[src/rtl/mcpnr_adder_pkg.sv]
// Shared types and constants for the byte-serial adder sequencer.
package mcpnr_adder_pkg;

    localparam int BYTE_W = 8;

    typedef enum logic [1:0] {
        IDLE = 2'd0,
        RUN  = 2'd1,
        DONE = 2'd2
    } state_t;

    // Byte-counter width: ceil(log2(nbytes)), never below one bit.
    function automatic int idx_width(input int nbytes);
        return (nbytes <= 2) ? 1 : $clog2(nbytes);
    endfunction

endpackage

[src/rtl/adder_slice.sv]
// One 8-bit adder with carry-in; the only arithmetic in the sequencer.
module adder_slice
    import mcpnr_adder_pkg::*;
(
    input  logic [BYTE_W-1:0] A,
    input  logic [BYTE_W-1:0] B,
    input  logic              CI,
    output logic [BYTE_W:0]   Y
);

    assign Y = {1'b0, A} + {1'b0, B} + {{BYTE_W{1'b0}}, CI};

endmodule

[src/rtl/byte_serial_adder_ctrl.sv]
// Byte-serial wide adder: one shared slice, LSB byte first, registered carry,
// start/busy/done handshake.
module byte_serial_adder_ctrl
    import mcpnr_adder_pkg::*;
#(
    parameter int NBYTES = 4
) (
    input  logic                       clk,
    input  logic                       rst,
    input  logic                       start,
    input  logic [BYTE_W*NBYTES-1:0]   a,
    input  logic [BYTE_W*NBYTES-1:0]   b,
    output logic                       busy,
    output logic                       done,
    output logic [BYTE_W*NBYTES:0]     y
);

    localparam int W     = BYTE_W * NBYTES;
    localparam int IDX_W = idx_width(NBYTES);
    localparam logic [IDX_W-1:0] LAST_IDX = IDX_W'(NBYTES - 1);

    state_t             state, state_next;
    logic               accept;
    logic               last;
    logic [IDX_W-1:0]   idx;
    logic               carry;
    logic [W-1:0]       a_r, b_r;
    logic [W-1:0]       partial_r, partial_upd;
    logic [BYTE_W:0]    slice_y;

    adder_slice u_slice (
        .A  (a_r[BYTE_W*idx +: BYTE_W]),
        .B  (b_r[BYTE_W*idx +: BYTE_W]),
        .CI (carry),
        .Y  (slice_y)
    );

    // NOTE: every output of an always_comb gets a default first, so no path
    // leaves a value unassigned and no latch is inferred.
    always_comb begin
        state_next = state;
        accept     = 1'b0;
        case (state)
            RUN:     if (idx == LAST_IDX) state_next = DONE;
            DONE:    state_next = IDLE;
            default: begin
                // The unused encoding behaves as IDLE.
                if (start) begin
                    state_next = RUN;
                    accept     = 1'b1;
                end
            end
        endcase
    end

    assign last = (state == RUN) && (idx == LAST_IDX);
    assign busy = (state == RUN);
    assign done = (state == DONE);

    always_comb begin
        partial_upd                            = partial_r;
        partial_upd[BYTE_W*idx +: BYTE_W]      = slice_y[BYTE_W-1:0];
    end

    // NOTE: sequential state uses non-blocking assignments so every register
    // samples pre-edge values regardless of statement order.
    always_ff @(posedge clk or posedge rst) begin
        if (rst) state <= IDLE;
        else     state <= state_next;
    end

    // NOTE: the datapath registers are all reset, so y and the operand
    // latches read zero after reset instead of stale data.
    always_ff @(posedge clk or posedge rst) begin
        if (rst) begin
            idx       <= '0;
            carry     <= 1'b0;
            a_r       <= '0;
            b_r       <= '0;
            partial_r <= '0;
            y         <= '0;
        end else if (accept) begin
            a_r   <= a;
            b_r   <= b;
            idx   <= '0;
            carry <= 1'b0;
        end else if (state == RUN) begin
            carry     <= slice_y[BYTE_W];
            partial_r <= partial_upd;
            if (last) y   <= {slice_y[BYTE_W], partial_upd};
            else      idx <= idx + 1'b1;
        end
    end

endmodule

[config.mk]
export PLATFORM = sky130hd
export DESIGN_NAME = byte_serial_adder_ctrl
export DESIGN_NICKNAME = d
export VERILOG_FILES = /design/src/rtl/mcpnr_adder_pkg.sv /design/src/rtl/adder_slice.sv /design/src/rtl/byte_serial_adder_ctrl.sv
export SDC_FILE = /design/constraint.sdc
export NUM_CORES = 1
export LEC_CHECK = 0
export BUFFER_PORTS_ARGS = -buffer_cell sky130_fd_sc_hd__buf_2
export CAP_MARGIN = 20
export CORE_UTILIZATION = 60
export DETAILED_ROUTE_END_ITERATION = 10
export PLACE_DENSITY_LB_ADDON = 0.08
export REMOVE_ABC_BUFFERS = 1
export SYNTH_ARGS = -nofsm -noshare
export SYNTH_HDL_FRONTEND = slang
export SYNTH_SLANG_ARGS = --single-unit
[constraint.sdc]
create_clock -name clk -period 15.7 [get_ports clk]
set_clock_uncertainty 0.15 [all_clocks]
set_input_delay 4.71 -clock clk [delete_from_list [all_inputs] [get_ports clk]]
set_output_delay 4.71 -clock clk [all_outputs]
set_load 0.005 [all_outputs]
==> results.txt <==
via/cell ratio = 5.77
layout cells sized above 1 = 0.372
port bufs = 101
GP Congestion = 0.799
minimum clock period = 6.87 ns
Post-Synth Simple-Gate Area = 0.0732
Hold Vio Cnt, Final = 0
area of the multi-input gates = 0.00252 mm2
vias in the first global route = 4,131
Starting Density = 0.619
post-synthesis sequential area ratio = 0.557
final slew viol count = 0
IO Pins = 102
final net count = 673
latest clock arrival within the worst-skew pair = 0.51 ns
Pre-antenna DRT Iters = 5
startpoint types = flip-flop
cells after synthesis = 486
unrepaired setup endpoints after global routing = false
max_slew headroom = 0.252
Root Driver = clkbuf_8
CTS Buf Count = 17
crit path max fanout = 24
clock-pin slew on the worst setup and hold paths = 0.06 ns
Fill cells = 668
postcts setup bufs = 0
worst hold stages = 2
mean post-synth cell area = 12.4 um2
Antenna Cells = 0
top_reg_cell synth = dfrtp_1
Cell Area, Synth = 0.00602 mm2
die area = 0.0104 mm2
die width = 102 um
Critical Path RT = 10.84 ns
pwr dens = 264 mW/mm2
Final TNS setup = 0 ns
dpl hpwl = 8530 um
Post-route DRC = 0
fin crit share = 0.438
final setup fails = 0
total wire length = 12,800 um
CTS H-tree depth = 4
unique cell type count in the Yosys netlist = 35
CTS sink cnt = 134
asr flop ratio synth = 1.00
worst hold path class = flip-flop to flip-flop
Achievable Freq = 146 MHz
first-pass GRT wire length = 20,700 um
adder-cell share of the synthesized area = 0.0378
register area = 0.00335 mm2
maxcap violations = 0
slew of the pin with the lowest slew margin = 1.11 ns
cts hold-fix bufs = 0
GRT Total Usage = 0.270
crit end category = primary output
VDD IR-drop max = 211 uV
core footprint = 0.00973 mm2
Vias = 4,229
crit path DAT = 2.01 ns
gr ovfl total = 0
cell taking the most area after synthesis = dfrtp_1
synth warn = 0
number of routed nets with antenna violations = 0
P&R area growth vs syn = 20.1%
Die H = 102 um
xor/xnor share of the synthesized area = 0.0160
worst reg2reg path depth = 9
post-synth top area share = 0.557
antenna violations before repair = 0
drt first-iter violations = 164
synth top area cells = dfrtp_1 (56%), mux2_2 (12%), mux4_2 (6.0%), o21ai_0 (3.7%), nand2_1 (3.4%)
post-synthesis mux area share = 0.180
Seq cells post-synth = 134
wire per inst = 17.5 um
CTS tree = yes
combinational family with the most area after synthesis = multiplexers
CTS resizes = 0
crit path kind = flip-flop to primary output
Pleak = 3.34 nW
post-layout util = 0.743
Post-synth EDFFs = 0
CTS Buffer Depth = 2
# rows = 36
largest net degree at the start of global routing = 72
post-synthesis compound-gate area fraction = 0.112
outcome = complete, no violations
[cells by family (layout without fill, tap and decap cells)]
kind of cell | Yosys count | in the layout
AO/OA/AOI/OAI | 103 | 103
XOR/XNOR | 11 | 11
adder cells (fa/ha/maj) | 17 | 17
buffers and inverters | 36 | 150
flip-flops | 134 | 134
multiplexers | 80 | 80
AND/OR/NAND/NOR | 105 | 105
[Yosys cell counts, types with 7 or more instances]
cell type,number
a21oi_1,13
a221oi_1,16
a22oi_1,12
a32o_1,8
buf_2,9
clkbuf_1,16
dfrtp_1,134
ha_1,15
inv_1,8
mux2_2,64
mux4_2,16
nand2_1,54
nor2_1,36
o21ai_0,45
xnor2_1,7
[layout by cell type, fill, tap and decap left out, types with 3 or more instances in the layout]
| cell | Yosys | routed |
|---|---|---|
| dfrtp_1 | 134 | 134 |
| buf_2 | 9 | 102 |
| mux2_2 | 64 | 64 |
| nand2_1 | 54 | 53 |
| o21ai_0 | 45 | 45 |
| nor2_1 | 36 | 36 |
| mux4_2 | 16 | 16 |
| a221oi_1 | 16 | 16 |
| clkbuf_16 | 0 | 16 |
| ha_1 | 15 | 15 |
| a21oi_1 | 13 | 13 |
| a22oi_1 | 12 | 12 |
| a32o_1 | 8 | 8 |
| buf_4 | 0 | 8 |
| xnor2_1 | 7 | 7 |
| inv_1 | 8 | 7 |
| xor2_1 | 4 | 4 |
| and3_1 | 4 | 4 |
| a21o_1 | 3 | 3 |
| nor3_1 | 3 | 3 |
| clkbuf_8 | 0 | 3 |
| clkinvlp_4 | 0 | 3 |
| bufinv_16 | 0 | 3 |
| clkinv_2 | 0 | 3 |
[worst max-delay path, cell delays in order (launching register included)]
cell and delay [ns]:
dfrtp_1 0.40, inv_1 0.08, ha_1 0.76, buf_2 0.25
[final cells by class]
type | instances | area share
timing repair buffer | 110 | 0.0789
inverter | 10 | 0.00554
clock inverter | 9 | 0.0177
clock buffer | 21 | 0.0621
tap | 133 | 0.0230
multi-input combinational | 316 | 0.349
sequential | 134 | 0.464
[sequential cells by signal, indices dropped and copies added, names as in the netlist]
| register | count |
|---|---|
| a_r | 32 |
| b_r | 32 |
| carry | 1 |
| idx | 2 |
| partial_r | 32 |
| state | 2 |
| y | 33 |
[per-stage QoR]
stage	power (mW)	std cells	area (um2)	hold slack, ns	worst slack (ns)
final	1.91	733	7230	0.327	8.83
after global routing	2.03	733	7230	0.348	8.76
after CTS	1.91	732	7230	0.329	8.84
after detailed placement	1.52	702	6650	0.316	9.23
after global placement	1.48	702	6650	0.305	9.27
after floorplan	1.22	460	5910	0.292	7.26
[final timing paths]
path,from,end,slack (ns)
min reg2reg,y[3]$_DFFE_PP0P_,y[3]$_DFFE_PP0P_,0.33
max reg2reg,idx[0]$_DFFE_PP0P_,y[14]$_DFFE_PP0P_,11.78
min,y[3]$_DFFE_PP0P_,y[3]$_DFFE_PP0P_,0.33
max in group asynchronous,rst,y[31]$_DFFE_PP0P_,9.86
min in group asynchronous,rst,y[16]$_DFFE_PP0P_,4.19
max,state[1]$_DFFE_PP0P_,busy,8.83
[power by group]
part	internal [mW]	switching, mW
combinational	0.382	0.565
sequential	0.501	0.0758
clock	0.247	0.137
[metal layers]
| metal | part of all wire | global-route usage |
|---|---|---|
| met1 | 0.44 | 0.363 |
| met2 | 0.49 | 0.436 |
| met3 | 0.052 | 0.0643 |
| met4 | 0.018 | 0.0934 |
| met5 | 0 | 0 |
No activity file was read; power rests on OpenSTA's default activity.
